File: config.mk
export PLATFORM = sky130hd
export DESIGN_NAME = ln_seq_ctrl_flat
export DESIGN_NICKNAME = d
export VERILOG_FILES = /design/src/rtl/ln_seq_ctrl_pkg.sv /design/src/rtl/ln_seq_ctrl_if.sv /design/src/rtl/ln_res_fifo.sv /design/src/rtl/ln_seq_ctrl.sv /design/src/flat_wrapper.sv
export SDC_FILE = /design/constraint.sdc
export NUM_CORES = 1
export LEC_CHECK = 0
export CORE_AREA = 2 2 171 173
export CTS_CLUSTER_SIZE = 16
export DETAILED_ROUTE_END_ITERATION = 8
export DIE_AREA = 0 0 173 175
export PLACE_DENSITY = 0.43
export SLEW_MARGIN = 10
export SYNTH_ARGS = -nofsm -noshare
export SYNTH_HDL_FRONTEND = slang
export SYNTH_HIERARCHICAL = 1
export SYNTH_SLANG_ARGS = --single-unit
File: constraint.sdc
create_clock -name clk -period 4.4 [get_ports clk]
set_clock_uncertainty 0.2 [all_clocks]
set_input_delay 1.32 -clock clk [delete_from_list [all_inputs] [get_ports clk]]
set_output_delay 1.32 -clock clk [all_outputs]
set_load 0.03 [all_outputs]
File: src/rtl/ln_seq_ctrl_pkg.sv
// Shared configuration for the ln sequencer: element width, default latency,
// zero-input saturation value, FSM state encoding and per-element tag layout.
`ifndef OUTPUT_BUF_DATASIZE
`define OUTPUT_BUF_DATASIZE 16
`endif

package ln_seq_ctrl_pkg;

  localparam int PKG_DATA_W = `OUTPUT_BUF_DATASIZE;
  localparam int PKG_LAT    = 4;
  localparam logic [PKG_DATA_W-1:0] PKG_ZERO_SAT = {1'b1, {(PKG_DATA_W-1){1'b0}}};

  typedef enum logic [1:0] {
    ST_IDLE  = 2'd0,
    ST_RUN   = 2'd1,
    ST_DRAIN = 2'd2,
    ST_DONE  = 2'd3
  } state_t;

  // Side-band bits that travel with an element through the ln pipeline
  typedef struct packed {
    logic valid;
    logic last;
    logic zero;
  } tag_t;

endpackage

File: src/rtl/ln_seq_ctrl_if.sv
// Input element stream and output result stream of the ln sequencer.
interface ln_seq_ctrl_if
  import ln_seq_ctrl_pkg::*;
#(
  parameter int DATA_W = PKG_DATA_W
) ();

  logic              in_valid;
  logic              in_ready;
  logic [DATA_W-1:0] in_data;
  logic              out_valid;
  logic              out_ready;
  logic [DATA_W-1:0] out_data;
  logic              out_last;

  modport master (
    output in_valid, in_data, out_ready,
    input  in_ready, out_valid, out_data, out_last
  );

  modport slave (
    input  in_valid, in_data, out_ready,
    output in_ready, out_valid, out_data, out_last
  );

endinterface

File: src/rtl/ln_res_fifo.sv
// Synchronous result FIFO with wrap-bit pointers; no write-to-read bypass, so a
// word written into an empty FIFO becomes visible on the following cycle.
module ln_res_fifo
  import ln_seq_ctrl_pkg::*;
#(
  parameter int WIDTH = PKG_DATA_W + 1,
  parameter int DEPTH = 8
) (
  input  logic             clk,
  input  logic             rst,
  input  logic             wr_en,
  input  logic [WIDTH-1:0] wr_data,
  input  logic             rd_en,
  output logic [WIDTH-1:0] rd_data,
  output logic             empty
);

  localparam int AW = $clog2(DEPTH);

  logic [WIDTH-1:0] mem [DEPTH];
  logic [AW:0]      wr_ptr_reg;
  logic [AW:0]      rd_ptr_reg;
  logic             full;

  assign empty = (wr_ptr_reg == rd_ptr_reg);
  assign full  = (wr_ptr_reg[AW] != rd_ptr_reg[AW]) &&
                 (wr_ptr_reg[AW-1:0] == rd_ptr_reg[AW-1:0]);

  always_ff @(posedge clk) begin
    if (wr_en) begin
      mem[wr_ptr_reg[AW-1:0]] <= wr_data;
    end
  end

  always_ff @(posedge clk) begin
    if (!rst) begin
      wr_ptr_reg <= '0;
      rd_ptr_reg <= '0;
    end else begin
      if (wr_en) begin
        wr_ptr_reg <= wr_ptr_reg + (AW+1)'(1);
      end
      if (rd_en && !empty) begin
        rd_ptr_reg <= rd_ptr_reg + (AW+1)'(1);
      end
    end
  end

  assign rd_data = mem[rd_ptr_reg[AW-1:0]];

  // The credit scheme upstream must make an overflowing write impossible
  assert property (@(posedge clk) disable iff (!rst) !(wr_en && full));

endmodule

File: src/rtl/ln_seq_ctrl.sv
// Row sequencer for the non-stallable ln pipeline: issues one element per cycle,
// tracks in-flight tags, catches results in a credit-protected FIFO.
module ln_seq_ctrl
  import ln_seq_ctrl_pkg::*;
#(
  parameter int DATA_W     = PKG_DATA_W,
  parameter int LAT        = PKG_LAT,
  parameter int FIFO_DEPTH = 8,
  parameter int LEN_W      = 8,
  parameter logic [DATA_W-1:0] ZERO_SAT = {1'b1, {(DATA_W-1){1'b0}}}
) (
  input  logic              clk,
  input  logic              rst,
  input  logic              start,
  input  logic [LEN_W-1:0]  cfg_len,
  output logic              busy,
  output logic              done,
  output logic              zero_err,
  output logic              dp_valid,
  output logic [DATA_W-1:0] dp_x,
  input  logic [DATA_W-1:0] dp_res,
  ln_seq_ctrl_if.slave      bus
);

  localparam int CRED_W = $clog2(FIFO_DEPTH) + 1;

  state_t            state_reg, state_next;
  logic [LEN_W-1:0]  len_reg;
  logic [LEN_W-1:0]  issued_reg;
  logic [CRED_W-1:0] credit_reg;
  logic              dp_valid_reg, dp_last_reg, dp_zero_reg;
  logic [DATA_W-1:0] dp_x_reg;
  logic              zero_err_reg;

  logic              in_ready_c, accept, pop, issue_last;
  logic              fifo_empty, chain_busy;
  logic [DATA_W:0]   fifo_rd;
  logic [LAT-1:0]    stage_valid;
  tag_t              dp_tag, chain_tail;

  assign issue_last = (issued_reg + LEN_W'(1)) == len_reg;
  assign pop        = ~fifo_empty & bus.out_ready;

  always_comb begin
    state_next = state_reg;
    busy       = 1'b0;
    done       = 1'b0;
    in_ready_c = 1'b0;
    accept     = 1'b0;
    case (state_reg)
      ST_IDLE: begin
        if (start) state_next = ST_RUN;
      end
      ST_RUN: begin
        busy       = 1'b1;
        in_ready_c = (credit_reg != '0) && (issued_reg < len_reg);
        accept     = in_ready_c & bus.in_valid;
        if (accept && issue_last) state_next = ST_DRAIN;
      end
      ST_DRAIN: begin
        busy = 1'b1;
        if (!chain_busy && fifo_empty) state_next = ST_DONE;
      end
      ST_DONE: begin
        done       = 1'b1;
        state_next = ST_IDLE;
      end
      default: state_next = ST_IDLE;
    endcase
  end

  always_ff @(posedge clk) begin
    if (!rst) begin
      state_reg    <= ST_IDLE;
      len_reg      <= '0;
      issued_reg   <= '0;
      credit_reg   <= CRED_W'(FIFO_DEPTH);
      dp_valid_reg <= 1'b0;
      dp_last_reg  <= 1'b0;
      dp_zero_reg  <= 1'b0;
      dp_x_reg     <= '0;
      zero_err_reg <= 1'b0;
    end else begin
      state_reg    <= state_next;
      dp_valid_reg <= accept;
      if (state_reg == ST_IDLE && start) begin
        len_reg      <= (cfg_len == '0) ? LEN_W'(1) : cfg_len;
        issued_reg   <= '0;
        zero_err_reg <= 1'b0;
      end
      if (accept) begin
        dp_x_reg    <= bus.in_data;
        dp_last_reg <= issue_last;
        dp_zero_reg <= (bus.in_data == '0);
        issued_reg  <= issued_reg + LEN_W'(1);
        if (bus.in_data == '0) zero_err_reg <= 1'b1;
      end
      // A credit is held from issue until the matching result is popped
      case ({accept, pop})
        2'b10:   credit_reg <= credit_reg - CRED_W'(1);
        2'b01:   credit_reg <= credit_reg + CRED_W'(1);
        default: credit_reg <= credit_reg;
      endcase
    end
  end

  assign dp_valid = dp_valid_reg;
  assign dp_x     = dp_x_reg;
  assign zero_err = zero_err_reg;
  assign dp_tag   = '{valid: dp_valid_reg, last: dp_last_reg, zero: dp_zero_reg};

  genvar gi;
  generate
    for (gi = 0; gi < LAT; gi++) begin : g_chain
      tag_t stage_reg;
      tag_t stage_in;
      if (gi == 0) begin : g_head
        assign stage_in = dp_tag;
      end else begin : g_tail
        assign stage_in = g_chain[gi-1].stage_reg;
      end
      always_ff @(posedge clk) begin
        if (!rst) stage_reg <= '0;
        else      stage_reg <= stage_in;
      end
      assign stage_valid[gi] = stage_reg.valid;
    end
  endgenerate

  // The final tag stage lines up with dp_res for the same element
  assign chain_tail = g_chain[LAT-1].stage_reg;
  assign chain_busy = dp_valid_reg | (|stage_valid);

  ln_res_fifo #(
    .WIDTH (DATA_W + 1),
    .DEPTH (FIFO_DEPTH)
  ) u_fifo (
    .clk     (clk),
    .rst     (rst),
    .wr_en   (chain_tail.valid),
    .wr_data ({chain_tail.last, chain_tail.zero ? ZERO_SAT : dp_res}),
    .rd_en   (pop),
    .rd_data (fifo_rd),
    .empty   (fifo_empty)
  );

  assign bus.in_ready  = in_ready_c;
  assign bus.out_valid = ~fifo_empty;
  assign bus.out_data  = fifo_empty ? '0 : fifo_rd[DATA_W-1:0];
  assign bus.out_last  = ~fifo_empty & fifo_rd[DATA_W];

endmodule

File: src/flat_wrapper.sv
// flat-port wrapper written by rule: the top's interface ports become plain ports
module ln_seq_ctrl_flat import ln_seq_ctrl_pkg::*;
#(
  parameter int DATA_W     = PKG_DATA_W,
  parameter int LAT        = PKG_LAT,
  parameter int FIFO_DEPTH = 8,
  parameter int LEN_W      = 8,
  parameter logic [DATA_W-1:0] ZERO_SAT = {1'b1, {(DATA_W-1){1'b0}}}
)
  (clk, rst, start, cfg_len, busy, done, zero_err, dp_valid, dp_x, dp_res, bus_in_valid, bus_in_data, bus_out_ready, bus_in_ready, bus_out_valid, bus_out_data, bus_out_last);
  ln_seq_ctrl_if #(.DATA_W(DATA_W)) bus_i ();
  input  logic clk;
  input  logic rst;
  input  logic start;
  input  logic [LEN_W-1:0] cfg_len;
  output logic busy;
  output logic done;
  output logic zero_err;
  output logic dp_valid;
  output logic [DATA_W-1:0] dp_x;
  input  logic [DATA_W-1:0] dp_res;
  input wire logic [$bits(bus_i.in_valid)-1:0] bus_in_valid;
  input wire logic [$bits(bus_i.in_data)-1:0] bus_in_data;
  input wire logic [$bits(bus_i.out_ready)-1:0] bus_out_ready;
  output wire logic [$bits(bus_i.in_ready)-1:0] bus_in_ready;
  output wire logic [$bits(bus_i.out_valid)-1:0] bus_out_valid;
  output wire logic [$bits(bus_i.out_data)-1:0] bus_out_data;
  output wire logic [$bits(bus_i.out_last)-1:0] bus_out_last;
  assign bus_i.in_valid = bus_in_valid;
  assign bus_i.in_data = bus_in_data;
  assign bus_i.out_ready = bus_out_ready;
  assign bus_in_ready = bus_i.in_ready;
  assign bus_out_valid = bus_i.out_valid;
  assign bus_out_data = bus_i.out_data;
  assign bus_out_last = bus_i.out_last;
  ln_seq_ctrl #(.DATA_W(DATA_W), .LAT(LAT), .FIFO_DEPTH(FIFO_DEPTH), .LEN_W(LEN_W), .ZERO_SAT(ZERO_SAT)) u_core (.clk(clk), .rst(rst), .start(start), .cfg_len(cfg_len), .busy(busy), .done(done), .zero_err(zero_err), .dp_valid(dp_valid), .dp_x(dp_x), .dp_res(dp_res), .bus(bus_i));
endmodule
* After elaboration in Yosys (flattened, before gate mapping)
Memories as Yosys holds them, arrays and structs flattened. A register that Yosys moved wholly into a read port is not among the register bits. Cells that the tools add are included.
Operators by class: reduce and logical (&&, ||, !) cells 16, magnitude comparators 1, add/sub/neg operators 5, muxes and demuxes 21, bitwise logic cells 5, equality and inequality tests 10
Operators with widths (count):
- two-way mux 16 bit | 2
- two-way mux 8 bit | 3
- zero test 16 bit | 1
- adder 4 x 1 -> 4 bit, second input constant | 3
- two-way mux 1 bit | 9
- adder 8 x 1 -> 8 bit, second input constant | 1
- equality test 8 bit | 1
- zero test 8 bit | 1
- < comparator 8 bit | 1
- case mux 2 bit (4 select lines) | 1
- case mux 4 bit (2 select lines) | 1
- equality test 2 bit, second input constant | 3
- two-way mux 2 bit | 3
- two-way mux 3 bit | 2
- logical AND 1 bit | 5
- equality test 2 x 1 -> 1 bit, second input constant | 2
- equality test 4 bit | 1
- inequality test 2 x 1 -> 1 bit, second input constant | 2
- nonzero test 2 bit | 2
- nonzero test 4 bit | 1
- OR reduction 4 bit | 1
- subtractor 4 x 1 -> 4 bit, second input constant | 1
- AND 1 bit | 3
- AND reduction 3 bit | 1
- other kinds (6) | 7
Storage, ports and cells: output and inout bits 39, bits in writable memories 136, input bits 45, memories 1, register bits after elaboration 62, logic and storage cells 82
Memory list:
- u_core.u_fifo.mem | depth 8, bits a word 17, read ports 1, clocked after Yosys merged registers in 1, write ports 1, RTL line ln_res_fifo.sv:20 | logic [WIDTH-1:0] mem [DEPTH];

* Longest topological paths before layout
Gate-level depths: netlist (run 1).
word-level depth 6, mapped depth 15, gate-level depth less buffers 15

* By module
Netlist (run 1), hierarchy kept.
By module, submodules not included:
- ln_res_fifo | seq. area each 4304.1 µm², area an instance 5646.7 µm², cells an instance 257, times used 1
- ln_seq_ctrl | seq. area each 1081.0 µm², area an instance 2786.4 µm², cells an instance 318, times used 1

* Worst setup path before layout (run 1)
Ideal clock, no wire load.
path kind reg-to-output, start register u_core.u_fifo.wr_ptr_reg[0], end output bus_out_data[10], stages on the path, launching flop included 6, arrival time 1986 ps, slack 894 ps, required time 2880 ps, buffers on the path 2, cells stage by stage dfxtp_1 > buf_6 > xor2_2 > nor4_1 > clkbuf_1 > nor2b_1
Between the ends: longest elaborated chain between the ends 2
RTL lines:
- from (decl) | RTL line ln_res_fifo.sv:21 | logic [AW:0] wr_ptr_reg;
- from (signal assigned) | RTL line ln_res_fifo.sv:41 | wr_ptr_reg <= wr_ptr_reg + (AW+1)'(1);
- equality test 4 bit | RTL line ln_res_fifo.sv:25 | assign empty = (wr_ptr_reg == rd_ptr_reg);
- net u_core.fifo_empty | RTL line ln_seq_ctrl.sv:36 | logic fifo_empty, chain_busy;
- two-way mux 16 bit | RTL line ln_seq_ctrl.sv:149 | assign bus.out_data = fifo_empty ? '0 : fifo_rd[DATA_W-1:0];
- to (decl) | RTL line flat_wrapper.sv:27 | output wire logic [$bits(bus_i.out_data)-1:0] bus_out_data;
The timed path passes the listed nets, and every way through them passes these cells.

==> out/results.txt, run 1 <==
TritonCTS Buffers: 23
Top FF cell, synth: edfxtp_1
Worst setup EP type: output pin
RR Endpoint: u_core/credit_reg[3]
Final setup vio count: 0
Post-synthesis net count: 640
Core area: 0.0284 mm²
Max cap viols: 0
Most frequent cells in the layout: edfxtp_1 (136), clkdlybuf4s50_1 (83), dfxtp_1 (64)
Netlist Area Pre-Place: 0.00843 mm²
Hold Vio Cnt, Final: 0
Antenna cell count: 0
CTS tree: done
Min-Delay Endpoint: u_core/g_chain[2].stage_reg[0]
Synth Area per Inst: 14.7 µm²
All-Layer GR Usage: 12.5%
PortBufs: 83
Setup TNS: 0 ns
Design Power: 4.59 mW
RSZ-0062 raised after global routing: no
Most common cell after layout, fill and taps aside: edfxtp_1
Slew HR: 39.5%
Max-slew violation total from the final report: 0
Status: complete, no violations
Vias in the first global route: 5,274
Worst slew pin tran: 0.906 ns
Post-Synthesis Cells: 575
Die Y-Extent: 175 µm
Clock buffer depth: 3
Gpl congestion: 0.781
Largest net degree at the start of global routing: 35
Static Leak: 3.56 nW
Final #Nets: 739
Startpoint Class: flop
Seq/Total Area, Yosys: 63.9%
Worst-Skew Late Latency: 0.52 ns
Final setup margin: 0.133 ns
Synth-to-layout area growth: 25.1%
Seq cells post-synth: 201
Row cnt: 62
I/O pins: 84
Initial antenna violation count: 0
Fraction of registers with async set/reset: 0%
Maximum fanout along the worst path: 12
Worst Hold Class: reg2reg
Share of cells above drive strength 1: 16.8%
Pwr Density: 435 mW/mm²
Fmax: 234 MHz
Top cell type's share of synthesized area: 48.4%
Hold Crit Start: u_core/g_chain[1].stage_reg[0]
Die Area: 0.0303 mm²
H-tree depth: 1
EDFF count, synth: 136
Via Count: 4,881
Count of cell types in the netlist: 54
Worst path arrival time: 2.75 ns
Final period util: 97.0%
Max VDD drop: 0.194 mV
Yosys top cell by area: edfxtp_1
Critical Path RT: 2.88 ns
Grt total ovfl: 0
Final Util: 37.2%
Hold Crit Depth: 1
Drt pass-1 iters: 4
Reg-to-reg slack, setup: 0.99 ns
WL per Instance: 17.3 µm
Via density: 4.54
Detail Route Antenna Nets: 0
DRC viols: 0
Synth area leaders: edfxtp_1 (48%), dfxtp_1 (15%), mux4_2 (9.1%), ha_1 (2.8%), nor2b_1 (2.7%)
Pre-CTS setup slack: 0.408 ns
Clk slew on worst S/H paths: 0.06 ns
FF-to-FF Start: u_core/len_reg[5]
Sink Count: 201
Crit path time final: 4.27 ns
Clk Tree Root Cell: clkbuf_16
Post-detail-place hpwl: 11.6 mm
DRT iter0 DRCs: 236
Final WL: 18.6 mm
First-pass GRT wire length: 29.6 mm
Largest register FFs: 136
Worst Reg2Reg Path Length in Cells: 15
Initial Util: 29.7%
Die width: 173 µm
Final Hold Slack: 0.219 ns
YS warnings: 6
CP Class: reg2out
[final cells by class]
class                   count  area, µm²
flip-flops and latches    201       5390
fillers                  2743      17800
inverters                  20       75.1
clock inverters             7        100
well taps                 384        480
repair buffers            100        996
clock buffers              35        671
multi-input cells         328       2840
[worst max-delay path by stage]
stage / startpoint / endpoint / slack, ns / cells past startpoint
finish: flop / bus_out_data[6] / 0.13 / 5
global route: flop / bus_out_data[6] / 0.001 / 5
CTS: flop / bus_out_data[6] / 0.07 / 5
detailed placement: bus_out_ready / u_core/credit_reg[3] / 0.41 / 10
global placement: flop / bus_out_data[6] / 0.49 / 5
floorplan: u_core/u_fifo/wr_ptr_reg[0] / bus_out_data[10] / 0.89 / 5
[per-stage QoR]
step | area [µm²] | cells
global placement | 9780 | 1033
CTS | 10600 | 1075
finish | 10600 | 1075
floorplan | 8430 | 575
global route | 10600 | 1075
detailed placement | 9780 | 1033
[per-layer routing]
metal	up-vias	GRT usage (%)	wire, µm
met5	-	0	0
met4	0	3.53	510
met3	30	2.74	900
met2	116	21.9	9080
met1	2410	15.5	8100
li1	2325	-	-
[cells in the mapped netlist (2+ instances only)]
cell and instances:
xnor2_1 10, buf_6 3, o21ai_1 2, o21ai_0 8
o21a_1 2, clkbuf_1 14, nor4_1 7, a21oi_1 21
and3_1 3, xor2_1 9, mux2_2 17, a21boi_0 4
nand2_1 34, a311oi_1 5, nand2_2 2, nand2b_1 4
or2b_1 2, or4_1 2, ha_1 19, or3_1 3
edfxtp_1 136, buf_2 5, mux4_2 34, nand4_1 3
dfxtp_1 65, mux2i_1 20, nor2b_1 37, nor2_1 32
buf_1 2, nand3_1 9, inv_1 18, and2_1 18
nor3_1 4
[kinds of logic (layout without fill, tap and decap cells)]
family	count (synthesis)	in the layout	share of synthesized area [%]
AO/OA/AOI/OAI	54	54	4.44
buffers and inverters	46	162	2.63
multiplexers	71	71	13.7
XOR/XNOR	20	20	2.17
adder cells (fa/ha/maj)	20	20	3.06
AND/OR/NAND/NOR	163	163	10.1
flip-flops	201	201	63.9
[where the power goes]
group / leakage, nW / internal [mW] / total (mW) / switching (mW)
Combinational: 1.42 / 0.233 / 0.554 / 0.321
Clock: 0.381 / 1.17 / 1.92 / 0.748
Sequential: 1.76 / 2.07 / 2.11 / 0.0463
Total: 3.56 / 3.47 / 4.59 / 1.11
[worst max-delay path, stage by stage (launching register included)]
cell             delay [ns]
dfxtp_4                0.49
buf_12                 0.20
mux4_2                 0.51
mux2_2                 0.27
nor2b_1                0.15
clkdlybuf4s50_1        0.61
[repair_timing]
item                                   4_1_cts  5_1_grt
buffers inserted                             0        0
setup endpoints to repair                   13        0
endpoints found under the hold margin        0        0
hold buffers                                 0        0
gates resized for setup                      1        0
Note: power is estimated with default switching activity, not from simulation.
==> run 2: changes to the inputs <==
--- a/config.mk
+++ b/config.mk
@@ -9,6 +9,7 @@
 export CTS_CLUSTER_SIZE = 16
 export DETAILED_ROUTE_END_ITERATION = 8
 export DIE_AREA = 0 0 173 175
+export GPL_ROUTABILITY_DRIVEN = 0
 export PLACE_DENSITY = 0.43
 export SLEW_MARGIN = 10
 export SYNTH_ARGS = -nofsm -noshare
==> constraint.sdc (replaced) <==
create_clock -name clk -period 4.4 [get_ports clk]
set_clock_uncertainty 0.2 [all_clocks]
set_input_delay 1.1 -clock clk [delete_from_list [all_inputs] [get_ports clk]]
set_output_delay 1.1 -clock clk [all_outputs]
set_load 0.03 [all_outputs]
==> run 2 against run 1 <==
Sequential power is essentially flat. Clock power is 6% lower. Sequential share of layout area increased by 0.24 points. Setup slack better by 0.11 ns. Global-route usage fell by 0.20 points. Total power decreased by 2.6%. Via count fell by 0.29%. Hold slack better by 0.011 ns. Die area stayed put. Register-to-register slack improved by 0.02 ns. Largest cell class unchanged. First-iteration DRC count grew 22%.
==> out/results.txt, run 2 (same netlist as run 1, synthesis figures left out) <==
Sink Count: 201
I/O pins: 84
Synth-to-layout area growth: 24.5%
Final #Nets: 739
DRC viols: 0
All-Layer GR Usage: 12.3%
Final Util: 37.0%
Share of cells above drive strength 1: 16.8%
Via density: 4.53
Top delay family on crit path: buffers and inverters
Hold Vio Cnt, Final: 0
WL per Instance: 17.2 µm
Die width: 173 µm
Final WL: 18.4 mm
Die Y-Extent: 175 µm
Worst-Skew Late Latency: 0.49 ns
Vias in the first global route: 5,108
Pwr Density: 425 mW/mm²
Pre-CTS setup slack: 0.624 ns
Worst setup EP type: output pin
Final period util: 94.5%
Worst slew pin tran: 0.818 ns
Slowest CP cell: clkdlybuf4s50_1
Post-CTS Setup Bufs: 0
Die Area: 0.0303 mm²
Status: complete, no violations
Via Count: 4,867
Core area: 0.0284 mm²
Initial Util: 29.7%
Design Power: 4.47 mW
CP Class: reg2out
Final setup margin: 0.241 ns
CP Depth: 5
Slew HR: 45.4%
Drt pass-1 iters: 4
Antenna cell count: 0
Clock buffer depth: 3
CTS tree: done
Hold Crit Depth: 1
Most frequent cells in the layout: edfxtp_1 (136), clkdlybuf4s50_1 (83), dfxtp_1 (64)
Clk Tree Root Cell: clkbuf_16
Maximum fanout along the worst path: 12
Worst Hold Class: reg2reg
Reg-to-reg slack, setup: 1.01 ns
FF-to-FF Start: u_core/issued_reg[5]
Min-Delay Endpoint: u_core/chain_tail[0]
Initial antenna violation count: 0
RSZ-0062 raised after global routing: no
Hold Crit Start: u_core/g_chain[2].stage_reg[0]
Hold buffer count at cts: 0
Post-CTS sizing: 0
DRT iter0 DRCs: 287
TritonCTS Buffers: 23
Grt total ovfl: 0
Crit path time final: 4.16 ns
Design area: 0.0105 mm²
Largest register FFs: 136
Max cap viols: 0
Row cnt: 62
Worst Reg2Reg Path Length in Cells: 14
Max-slew violation total from the final report: 0
Critical path's largest stage delay: 0.61 ns
DP Area: 0.00977 mm²
Largest net degree at the start of global routing: 35
Final setup vio count: 0
Max VDD drop: 0.231 mV
Static Leak: 3.54 nW
Startpoint Class: flop
PortBufs: 83
First-pass GRT wire length: 29.1 mm
Critical Path RT: 3.10 ns
Detail Route Antenna Nets: 0
Clk slew on worst S/H paths: 0.06 ns
RR Endpoint: u_core/credit_reg[3]
Post-detail-place hpwl: 11.3 mm
Buf/Inv on CP: 2
Most common cell after layout, fill and taps aside: edfxtp_1
H-tree depth: 1
Fmax: 240 MHz
Setup TNS: 0 ns
Worst path arrival time: 2.86 ns
Cell Chain, Critical Path: buf_12 > mux4_2 > mux2_2 > nor2b_1 > clkdlybuf4s50_1
## run 2: cell types whose count changed in the layout (fill, tap and decap cells not counted), sizes merged
cell / delta
inv: +1
bufinv: -2
clkinv: +1
## run 2: worst max-delay path by stage
stage                                start                   end  slack [ns]
2_1_floorplan  u_core/u_fifo/wr_ptr_reg[0]  u_core/credit_reg[3]        0.91
3_3_place_gp                 bus_out_ready  u_core/credit_reg[3]        0.71
3_5_place_dp                 bus_out_ready  u_core/credit_reg[3]        0.62
4_1_cts                               flop          bus_out_last        0.15
5_1_grt                               flop      bus_out_data[11]        0.07
6_report                              flop      bus_out_data[13]        0.24
## run 2: routing by layer
metal / global-route usage (%) / vias to the layer above / routed length (µm)
met5: 0 / - / 0
met3: 2.68 / 26 / 831
met2: 21.1 / 104 / 8750
met4: 3.00 / 0 / 404
met1: 15.9 / 2405 / 8450
li1: - / 2332 / -
## run 2: final cells by class
type	count	area, µm²
inverters	20	75.1
repair buffers	100	983
flip-flops and latches	201	5390
multi-input cells	328	2840
fillers	2756	17900
well taps	384	480
clock buffers	35	691
clock inverters	7	40.0
## run 2: through the flow
step / hold WS [ns] / cells
after floorplan: 0.212 / 575
after global placement: 0.217 / 1033
after detailed placement: 0.219 / 1033
after CTS: 0.233 / 1075
after global routing: 0.251 / 1075
final: 0.230 / 1075
## run 2: power breakdown
part / internal [mW] / switching, mW / leakage (nW)
Combinational: 0.233 / 0.318 / 1.42
Clock: 1.08 / 0.722 / 0.364
Sequential: 2.07 / 0.0465 / 1.76
Total: 3.38 / 1.09 / 3.54
==> run 3: changes to the inputs <==
--- a/config.mk
+++ b/config.mk
@@ -10,8 +10,9 @@
 export DETAILED_ROUTE_END_ITERATION = 8
 export DIE_AREA = 0 0 173 175
 export GPL_ROUTABILITY_DRIVEN = 0
+export MAX_ROUTING_LAYER = met4
 export PLACE_DENSITY = 0.43
-export SLEW_MARGIN = 10
+export SLEW_MARGIN = 20
 export SYNTH_ARGS = -nofsm -noshare
 export SYNTH_HDL_FRONTEND = slang
 export SYNTH_HIERARCHICAL = 1
==> run 3 against run 2 <==
Maximum frequency is essentially flat. First-iteration DRC count grew 0.35%. Largest power group unchanged. Final cell count is the same. Final area is the same. Register-to-register slack is essentially flat. Total power is essentially flat. Die area is the same. Largest cell class unchanged. Count of clock-buffer cells in the layout is the same. Critical path depth is the same. Global-route usage grew 0.37 points. Sequential power is essentially flat. Combinational power is essentially flat.
==> out/results.txt, run 3 (same netlist as run 1, synthesis figures left out) <==
Status: complete, no violations
Largest net degree at the start of global routing: 35
FF-to-FF Start: u_core/issued_reg[5]
Most common cell after layout, fill and taps aside: edfxtp_1
Static Leak: 3.54 nW
Via density: 4.51
Worst Hold Class: reg2reg
Slowest CP cell: clkdlybuf4s50_1
Most frequent cells in the layout: edfxtp_1 (136), clkdlybuf4s50_1 (83), dfxtp_1 (64)
Core area: 0.0284 mm²
CTS tree: done
I/O pins: 84
Buf/Inv on CP: 2
WL per Instance: 17.1 µm
Worst setup EP type: output pin
Clk slew on worst S/H paths: 0.06 ns
First-pass GRT wire length: 29.1 mm
Final period util: 94.5%
Hold Vio Cnt, Final: 0
Pwr Density: 426 mW/mm²
PortBufs: 83
Grt total ovfl: 0
Die Area: 0.0303 mm²
Final setup vio count: 0
Critical path's largest stage delay: 0.61 ns
TritonCTS Buffers: 23
Fillers: 2,756
Top delay family on crit path: buffers and inverters
Final WL: 18.4 mm
Hold buffer count at cts: 0
Worst path arrival time: 2.86 ns
Design area: 0.0105 mm²
Cell Chain, Critical Path: buf_12 > mux4_2 > mux2_2 > nor2b_1 > clkdlybuf4s50_1
Drt pass-1 iters: 6
All-Layer GR Usage: 12.7%
Via Count: 4,852
Post-CTS sizing: 0
Setup TNS: 0 ns
Post-CTS Setup Bufs: 0
Share of cells above drive strength 1: 16.8%
Max-slew violation total from the final report: 0
Max VDD drop: 0.233 mV
Max cap viols: 0
Worst-Skew Late Latency: 0.49 ns
RSZ-0062 raised after global routing: no
CP Class: reg2out
DRC viols: 0
Largest register FFs: 136
Critical Path RT: 3.10 ns
Vias in the first global route: 5,109
Startpoint Class: flop
Crit path time final: 4.16 ns
Detail Route Antenna Nets: 0
Post-detail-place hpwl: 11.3 mm
Final #Nets: 739
Die Y-Extent: 175 µm
Clock buffer depth: 3
DRT iter0 DRCs: 288
Hold Crit Start: u_core/g_chain[2].stage_reg[0]
Sink Count: 201
Slew HR: 45.0%
DP Area: 0.00977 mm²
Fmax: 240 MHz
Initial Util: 29.7%
Worst slew pin tran: 0.824 ns
Initial antenna violation count: 0
Synth-to-layout area growth: 24.5%
Antenna cell count: 0
Row cnt: 62
H-tree depth: 1
Die width: 173 µm
Maximum fanout along the worst path: 12
Clk Tree Root Cell: clkbuf_16
-- run 3: cell counts in the layout (fill, tap and decap cells not counted) --
No cell type changed its count.
-- run 3: layer usage --
metal | track usage [%] | up-vias | routed length (µm)
met3 | 2.48 | 27 | 797
met4 | 3.00 | 0 | 391
met5 | - | - | 0
met1 | 16.0 | 2392 | 8410
li1 | - | 2327 | -
met2 | 21.1 | 106 | 8820
-- run 3: where the power goes --
group	internal, mW	switching [mW]	total, mW
Combinational	0.233	0.318	0.550
Clock	1.08	0.725	1.81
Sequential	2.07	0.0465	2.11
-- run 3: metrics by stage --
step           hold slack, ns  instances  total power [mW]  utilization [%]  setup slack [ns]
2_1_floorplan           0.212        575              2.53                -             0.909
3_3_place_gp            0.217       1033              2.70             34.4             0.712
3_5_place_dp            0.219       1033              2.71             34.4             0.624
4_1_cts                 0.233       1075              4.55             37.0             0.148
5_1_grt                 0.251       1075              4.69             37.0            0.0704
6_report                0.229       1075              4.47             37.0             0.241
-- run 3: path summary, 6_finish.rpt --
check        depth (start not counted)  slack (ns)                   end
min reg2reg                          1        0.23  u_core/chain_tail[0]
min                                  1        0.23  u_core/chain_tail[0]
max                                  5        0.24      bus_out_data[13]
max reg2reg                         14        1.01  u_core/credit_reg[3]
-- run 3: cell type report --
type | count | area (µm²) | area share [%]
clock buffer | 35 | 691 | 6.58
clock inverter | 7 | 40.0 | 0.381
inverter | 20 | 75.1 | 0.715
multi-input combinational | 328 | 2840 | 27.1
sequential | 201 | 5390 | 51.3
tap | 384 | 480 | 4.58
timing repair buffer | 100 | 983 | 9.37
